File: config.mk
export PLATFORM = sky130hd
export DESIGN_NAME = vq_speaker_classifier_flat
export DESIGN_NICKNAME = d
export VERILOG_FILES = /design/src/rtl/vq_speaker_classifier_if.sv /design/src/rtl/vq_speaker_classifier.sv /design/src/flat_wrapper.sv
export SDC_FILE = /design/constraint.sdc
export NUM_CORES = 1
export LEC_CHECK = 0
export CAP_MARGIN = 20
export CELL_PAD_IN_SITES_DETAIL_PLACEMENT = 1
export CELL_PAD_IN_SITES_GLOBAL_PLACEMENT = 2
export CORE_MARGIN = 5
export CORE_UTILIZATION = 30
export CTS_CLUSTER_SIZE = 16
export DETAILED_ROUTE_END_ITERATION = 6
export GPL_TIMING_DRIVEN = 0
export PLACE_DENSITY = 0.79
export SLEW_MARGIN = 20
export SYNTH_ARGS = -nofsm -noshare
export SYNTH_HDL_FRONTEND = slang
export SYNTH_SLANG_ARGS = --single-unit
File: constraint.sdc
create_clock -name clk -period 7.9 [get_ports clk]
set_clock_uncertainty 0.15 [all_clocks]
set_input_delay 1.185 -clock clk [delete_from_list [all_inputs] [get_ports clk]]
set_output_delay 1.185 -clock clk [all_outputs]
set_load 0.1 [all_outputs]
File: src/rtl/vq_speaker_classifier_if.sv
// Handshake between the speaker classifier (master) and the external VQ
// distance engine (slave): one start pulse per codebook, one done pulse back.
interface vq_speaker_classifier_if #(
  parameter int IDX_W   = 4,
  parameter int D_WIDTH = 41
);
  logic               eng_start;
  logic [IDX_W-1:0]   eng_cb_sel;
  logic               eng_done;
  logic [D_WIDTH-1:0] eng_dist;

  modport master (output eng_start, eng_cb_sel, input eng_done, eng_dist);
  modport slave  (input eng_start, eng_cb_sel, output eng_done, eng_dist);
endinterface

File: src/rtl/vq_speaker_classifier.sv
// Scores every enrolled codebook through the distance engine, tracks the best and
// runner-up distortion on the fly, and reports the winner or a rejection.
module vq_speaker_classifier #(
  parameter int NUM_SPK = 4,
  parameter int IDX_W   = 4,
  parameter int D_WIDTH = 41
) (
  input  logic                    clk,
  input  logic                    rst_n,
  input  logic                    id_start,
  input  logic                    id_abort,
  input  logic [D_WIDTH-1:0]      thresh,
  input  logic [D_WIDTH-1:0]      min_margin,
  vq_speaker_classifier_if.master eng,
  output logic                    busy,
  output logic                    id_valid,
  output logic [IDX_W-1:0]        id_index,
  output logic [NUM_SPK-1:0]      id_onehot,
  output logic                    id_reject,
  output logic [D_WIDTH-1:0]      best_dist
);

  typedef enum logic [1:0] {S_IDLE, S_LAUNCH, S_WAIT, S_DECIDE} state_t;

  localparam logic [IDX_W-1:0] LAST_IDX = IDX_W'(NUM_SPK - 1);

  state_t               r_state;
  logic [IDX_W-1:0]     r_cnt;
  logic [IDX_W-1:0]     r_best_idx;
  logic [D_WIDTH-1:0]   r_best;
  logic [D_WIDTH-1:0]   r_second;
  logic                 r_eng_start;
  logic                 r_busy;
  logic                 r_id_valid;
  logic [IDX_W-1:0]     r_id_index;
  logic [NUM_SPK-1:0]   r_id_onehot;
  logic                 r_id_reject;
  logic [D_WIDTH-1:0]   r_best_dist;

  logic [D_WIDTH-1:0]   w_margin;
  logic                 w_reject;
  logic [NUM_SPK-1:0]   w_onehot;

  // second >= best always holds, so the unsigned difference never wraps.
  assign w_margin = r_second - r_best;
  assign w_reject = (r_best > thresh) || ((NUM_SPK > 1) && (w_margin < min_margin));
  assign w_onehot = w_reject ? '0 : (NUM_SPK'(1) << r_best_idx);

  // NOTE: state registers use non-blocking assignment so every flop samples
  // values from before the edge, independent of statement order.
  always_ff @(posedge clk or negedge rst_n) begin
    if (!rst_n) begin
      r_state     <= S_IDLE;
      r_cnt       <= '0;
      r_best_idx  <= '0;
      r_best      <= '1;
      r_second    <= '1;
      r_eng_start <= 1'b0;
      r_busy      <= 1'b0;
      r_id_valid  <= 1'b0;
      r_id_index  <= '0;
      r_id_onehot <= '0;
      r_id_reject <= 1'b0;
      r_best_dist <= '0;
    end else begin
      r_eng_start <= 1'b0;
      r_id_valid  <= 1'b0;
      if (id_abort) begin
        r_state <= S_IDLE;
        r_busy  <= 1'b0;
      end else begin
        case (r_state)
          S_IDLE: begin
            if (id_start) begin
              r_cnt       <= '0;
              r_best_idx  <= '0;
              r_best      <= '1;
              r_second    <= '1;
              r_eng_start <= 1'b1;
              r_busy      <= 1'b1;
              r_state     <= S_LAUNCH;
            end
          end
          S_LAUNCH: r_state <= S_WAIT;
          S_WAIT: begin
            if (eng.eng_done) begin
              // Strict compares: a tie never displaces the earlier index.
              if (eng.eng_dist < r_best) begin
                r_second   <= r_best;
                r_best     <= eng.eng_dist;
                r_best_idx <= r_cnt;
              end else if (eng.eng_dist < r_second) begin
                r_second <= eng.eng_dist;
              end
              if (r_cnt == LAST_IDX) begin
                r_state <= S_DECIDE;
              end else begin
                r_cnt       <= r_cnt + IDX_W'(1);
                r_eng_start <= 1'b1;
                r_state     <= S_LAUNCH;
              end
            end
          end
          S_DECIDE: begin
            r_id_index  <= r_best_idx;
            r_best_dist <= r_best;
            r_id_reject <= w_reject;
            r_id_onehot <= w_onehot;
            r_id_valid  <= 1'b1;
            r_busy      <= 1'b0;
            r_state     <= S_IDLE;
          end
          default: r_state <= S_IDLE;
        endcase
      end
    end
  end

  assign eng.eng_start  = r_eng_start;
  assign eng.eng_cb_sel = r_cnt;
  assign busy           = r_busy;
  assign id_valid       = r_id_valid;
  assign id_index       = r_id_index;
  assign id_onehot      = r_id_onehot;
  assign id_reject      = r_id_reject;
  assign best_dist      = r_best_dist;

endmodule
File: src/flat_wrapper.sv
// flat-port wrapper written by rule: the top's interface ports become plain ports
module vq_speaker_classifier_flat 
#(
  parameter int NUM_SPK = 4,
  parameter int IDX_W   = 4,
  parameter int D_WIDTH = 41
)
  (clk, rst_n, id_start, id_abort, thresh, min_margin, busy, id_valid, id_index, id_onehot, id_reject, best_dist, eng_eng_start, eng_eng_cb_sel, eng_eng_done, eng_eng_dist);
  vq_speaker_classifier_if #(.IDX_W(IDX_W), .D_WIDTH(D_WIDTH)) eng_i ();
  input  logic clk;
  input  logic rst_n;
  input  logic id_start;
  input  logic id_abort;
  input  logic [D_WIDTH-1:0] thresh;
  input  logic [D_WIDTH-1:0] min_margin;
  output logic busy;
  output logic id_valid;
  output logic [IDX_W-1:0] id_index;
  output logic [NUM_SPK-1:0] id_onehot;
  output logic id_reject;
  output logic [D_WIDTH-1:0] best_dist;
  output wire logic [$bits(eng_i.eng_start)-1:0] eng_eng_start;
  output wire logic [$bits(eng_i.eng_cb_sel)-1:0] eng_eng_cb_sel;
  input wire logic [$bits(eng_i.eng_done)-1:0] eng_eng_done;
  input wire logic [$bits(eng_i.eng_dist)-1:0] eng_eng_dist;
  assign eng_eng_start = eng_i.eng_start;
  assign eng_eng_cb_sel = eng_i.eng_cb_sel;
  assign eng_i.eng_done = eng_eng_done;
  assign eng_i.eng_dist = eng_eng_dist;
  vq_speaker_classifier #(.NUM_SPK(NUM_SPK), .IDX_W(IDX_W), .D_WIDTH(D_WIDTH)) u_core (.clk(clk), .rst_n(rst_n), .id_start(id_start), .id_abort(id_abort), .thresh(thresh), .min_margin(min_margin), .eng(eng_i), .busy(busy), .id_valid(id_valid), .id_index(id_index), .id_onehot(id_onehot), .id_reject(id_reject), .best_dist(best_dist));
endmodule
After elaboration in Yosys (flattened, before gate mapping)
Cells that the tools add are included.
Widths: inputs -> output; s select.
- $add $sub $neg: 2
- multiply operators: 0
- div/mod/pow operators: 0
- $lt $le $gt $ge: 4
- equal/unequal tests: 11
- shifts and indexed selects: 1
- mux-type cells: 31
- bitwise gates (word level): 1
- reduce and logical (&&, ||, !) cells: 10
- operators with widths (cell ; count):
    $mux 41 ; 6
    $pmux 41 s2 ; 2
    $lt 41x41->1 ; 3
    $gt 41x41->1 ; 1
    $sub 41x41->41 ; 1
    $mux 4 ; 6
    $pmux 4 s2 ; 2
    $reduce_and 5->1 ; 3
    $mux 1 ; 8
    $mux 2 ; 4
    $pmux 2 s4 ; 1
    $ne 2x2->1 const B ; 3
    $ne 3x3->1 const B ; 2
    $reduce_and 2->1 ; 3
    $add 4x1->4 const B ; 1
    $eq 2x2->1 const B ; 2
    $eq 4x2->1 const B ; 1
    $pmux 1 s2 ; 2
    $shl 1x4->4 const A ; 1
    $ne 3x1->1 const B ; 1
    $reduce_bool 3->1 ; 1
    $eq 2x1->1 const B ; 1
    $logic_not 2->1 ; 1
    $ne 2x1->1 const B ; 1
    other kinds (3) ; 3
- bits in registers: 145
- bits in latches: 0
- RAM bits: 0
- memory bits (read-only): 0
- input port bits: 128
- output and inout bits: 57
- logic and storage cells: 72
- memories: 0

Depth between registers and ports, before layout
- word-level depth: 5
- mapped depth: 23
- mapped depth without buffers: 22

Worst setup path after synthesis
OpenSTA, ideal clock, no wires.
- path kind: register -> register
- start point: register u_core.r_second[0]
- end point: register u_core.r_id_reject (netlist: u_core.id_reject)
- library setup time: 69 ps
- arrival: 4162 ps
- path slack: 3519 ps
- stages on the path, launching flop included: 22
- cells stage by stage: dfstp_2 -> inv_1 -> ha_1 -> fa_1 -> nor2b_1 -> o2111ai_1 -> a311oi_1 -> o31ai_2 -> a21o_1 -> a21boi_1 -> o21a_1 -> nor2_1 -> xnor2_1 -> ha_1 -> a21o_1 -> a21o_1 -> a21oi_1 -> o21ai_0 -> a2111oi_0 -> a21oi_1 -> o21ai_1 -> mux2_2
- longest elaborated chain between the ends: 3
- RTL lines (what ; RTL line ; RTL):
    start: declaration ; vq_speaker_classifier.sv:31 ; logic [D_WIDTH-1:0] r_second;
    start signal: assignment ; vq_speaker_classifier.sv:89 ; r_second <= r_best;
    start signal: assignment ; vq_speaker_classifier.sv:93 ; r_second <= eng.eng_dist;
    $sub 41x41->41 ; vq_speaker_classifier.sv:45 ; assign w_margin = r_second - r_best;
    $lt 41x41->1 ; vq_speaker_classifier.sv:46 ; assign w_reject = (r_best > thresh) || ((NUM_SPK > 1) && (w_margin < min_margin));
    $logic_or 1x1->1 ; vq_speaker_classifier.sv:46 ;
    end signal: assignment ; vq_speaker_classifier.sv:107 ; r_id_reject <= w_reject;
    end: declaration ; vq_speaker_classifier.sv:37 ; logic r_id_reject;
Every way passes these cells.
A chain may end at the register's enable or synchronous reset.

Final worst setup path
Same ends and word-level chain as after synthesis.

==> summary.md <==
| Metric | Value |
|---|---|
| Final instance area | `15070 um2` |
| Post-Synth XOR/XNOR Area | `0.02632` |
| ANT nets after route | `0` |
| Pre-CTS setup slack | `2034 ps` |
| Full die area | `44030 um2` |
| Initial Util | `0.3022` |
| DR DRC count | `0` |
| Cells after Synth | `1392` |
| RSZ-0062 raised after global routing | `no` |
| Slew @ Worst Pin | `1052 ps` |
| CORE AREA | `just under 40000 um2` |
| Adder-cell share of the synthesized area | `0.2126` |
| Chip height | `approximately 210 um` |
| Critical path type | `reg -> reg` |
| IO buf count | `184` |
| Post-CTS Setup Bufs | `0` |
| Switching Share | `0.4636` |
| Multiplexer area fraction after synthesis | `0.0009399` |
| Ports | `185` |
| Area leader, netlist | `ha_1` |
| Initial antenna violation count | `5` |
| Fin. max-slew vios | `0` |
| WL per Instance | `19.91 um` |
| Post-CTS sizing | `0` |
| First-pass GRT wire length | `66630 um` |
| Main combinational cell family by area after synthesis | `compound AO/OA/AOI/OAI gates` |
| Post-synthesis area per instance | `8.606 um2` |
| Clock Sinks | `145` |
| Crit path DAT | `6060 ps` |
| Clock Latency Late Sink | `about 450 ps` |
| Simple-gate portion of the synthesized area | `0.1270` |
| H-tree depth | `4` |
| Count leader, synth | `ha_1` |
| Layout Area Growth over Synthesis | `25.80%` |
| Commonest cells post-synth | `202 x ha_1, 185 x inv_1, 119 x a21oi_1, 85 x nor2_1, 83 x nand2_1` |
| Synth Flop Type | `dfstp_2` |
| Leak Pwr | `between 7 and 8 nW` |
| Number of synthesized register bits | `145` |
| Fmax achieved | `171.7 MHz` |
| Peak supply drop | `191.2 uV` |
| Largest net degree at the start of global routing | `89` |
| Slew margin rel. | `0.2967` |
| Gpl congestion | `roughly 0.83` |
| Fin. Hold Viols | `0` |
| Fill count | `around 4700` |
| CP endpoint kind | `flip-flop` |
| Synth cell types | `between 60 and 70` |
| DR WL met3 | `~1600 um` |
| Synth Net Count | `1723` |
| Post-placement cell area | `14510 um2` |
| Pwr per Cell Area | `229.1 nW/um2` |
| Via count | `10990` |
| Fraction of registers with async set/reset | `1.000` |
| Max-cap viol count | `0` |
| Post-Route WL | `42540 um` |
| Final min period | `5825 ps` |
| Register share of total power | `0.260` |
| Hpwl dp | `approximately 35000 um` |
| Register area share after synthesis | `0.3114` |
| Clock group share of total power | `0.231` |
| Net Switching | `1.600 mW` |
| Ranking of synthesized cells by area | `ha_1 21%, dfstp_2 18%, dfrtp_1 13%, inv_1 5.8%, a21o_1 5.1%` |
| Setup violators final | `0` |
| Vias/cell | `5.141` |
| Synth Area in Compound Gates | `0.2417` |
| Met2 WL | `20210 um` |
| GRT Util Overall | `0.1926` |
| EDFF count, synth | `0` |
| Clock Tree Root | `clkbuf_16` |
| CTS Buf Count | `17` |
| Share of cells above drive strength 1 | `0.09509` |
| Top sig layer | `met5` |
| Row count | `73` |
| CTS tree | `yes` |
| Clock transition at path regs | `60 ps` |
| Yosys Warn Count | `0` |
| Combinational fraction of design power | `0.509` |
| Status | `complete, no violations` |
| Vias in the first global route | `11850` |
| Max Root-Sink Buffers | `2` |
| Gr ovfl total | `0` |
| Final WS setup | `2075 ps` |
| Type of origin of the critical path | `flip-flop` |
| Met1 Wirelength | `roughly 20000 um` |
| Mapped Area | `around 12000 um2` |
| Horiz. Die Dim | `~210 um` |
| Period Utilization, post-route | `0.7374` |
| Drt initial violations | `428` |
| Hold buffers post-CTS | `0` |
| Core Util, Final | `0.3802` |
| Post-synth top area share | `0.2110` |
| Int Pwr | `1.852 mW` |
| Critical Path RT | `8130 ps` |
| TNS Setup | `0 ps` |
| Final Net Count | `approximately 1900` |
| DR pass1 iterations | `5` |
| Critical Path Fanout Max | `5` |
| Hold Crit Class | `reg -> reg` |
==> through the flow <==
stage               power (mW)  instances  hold slack [ps]
finish                   3.452       2137            326.1
global route             3.653       2134            353.3
CTS                      3.494       2134            336.7
detailed placement       2.675       2102            322.0
global placement         2.631       2101            312.8
floorplan                2.150       1392            306.5
==> final cells by class <==
cell class,instances,area [um2],share of cell area
timing repair buffer,185,1874,0.1244
antenna,3,7.507,0.0004981
tap,525,656.9,0.04359
multi-input combinational,1004,7291,0.4838
inverter,185,694.4,0.04608
sequential,145,3731,0.2476
clock buffer,22,464.2,0.03080
buffer,58,264.0,0.01752
clock inverter,10,87.58,0.005812
==> placed cells by master, fill, tap and decap left out, types with 49 or more instances in the layout <==
cell type | netlist | routed
dfstp_2 | 82 | 82
nor2_1 | 85 | 85
ha_1 | 202 | 202
clkdlybuf4s50_1 | 0 | 183
a21oi_1 | 119 | 119
a21o_1 | 82 | 82
dfrtp_1 | 63 | 63
nor3_1 | 49 | 49
o21ai_0 | 77 | 77
nand2_1 | 83 | 83
inv_1 | 185 | 185
==> final timing paths <==
check                                      from                    to  slack [ps]  cells after the start
setup / recovery             u_core.r_second[0]      u_core.id_reject        2070                     21
hold / removal             u_core.best_dist[12]  u_core.best_dist[12]         330                      2
setup reg to reg             u_core.r_second[0]      u_core.id_reject        2070                     21
hold reg to reg            u_core.best_dist[12]  u_core.best_dist[12]         330                      2
max in group asynchronous                 rst_n     u_core.r_best[30]        6250                      2
min in group asynchronous                 rst_n   u_core.best_dist[1]         500                      1
==> registers in the layout (all words and copies together) (netlist names), 2 cells and up <==
signal,flops
u_core.r_best,41
u_core.id_onehot,4
u_core.r_best_idx,4
u_core.r_state,2
u_core.eng.eng_cb_sel,4
u_core.best_dist,41
u_core.id_index,4
u_core.r_second,41
==> routing by layer <==
metal  vias up  track usage
met3        43      0.03184
met5         -            0
li1       5383            -
met4         6      0.05108
met1      5387       0.2559
met2       168       0.3259
==> cells by family (layout without fill, tap and decap cells) <==
family          after synthesis  in the layout
buf+inv                     243            460
flops                       145            145
fa+ha+maj                   203            203
other cells                   0              3
xor+xnor                     36             36
mux                           1              1
simple gates                320            320
compound gates              444            444
==> critical path, stage by stage (launching register included) <==
cell       delay, ps
dfstp_2          550
inv_1             50
ha_1             230
fa_1             420
nor2b_1          180
o2111ai_1        270
a311oi_1         580
o31ai_2          140
a21o_1           250
a21boi_1         220
o21a_1           170
nor2_1            60
xnor2_1          140
ha_1             300
a21o_1           180
a21o_1           170
a21oi_1          140
o21ai_0          230
a2111oi_0        390
a21oi_1          230
o21ai_1          480
mux2_2           240
==> power groups by stage <==
stage                     Clock [mW]  Sequential, mW  Combinational, mW
after detailed placement           0           0.910               1.77
final                          0.799           0.897               1.76
after global placement             0           0.908               1.72
after global routing           0.849           0.912               1.89
after floorplan                    0            1.48              0.666
after CTS                      0.823           0.899               1.77
(Power assumes the default switching activity.)
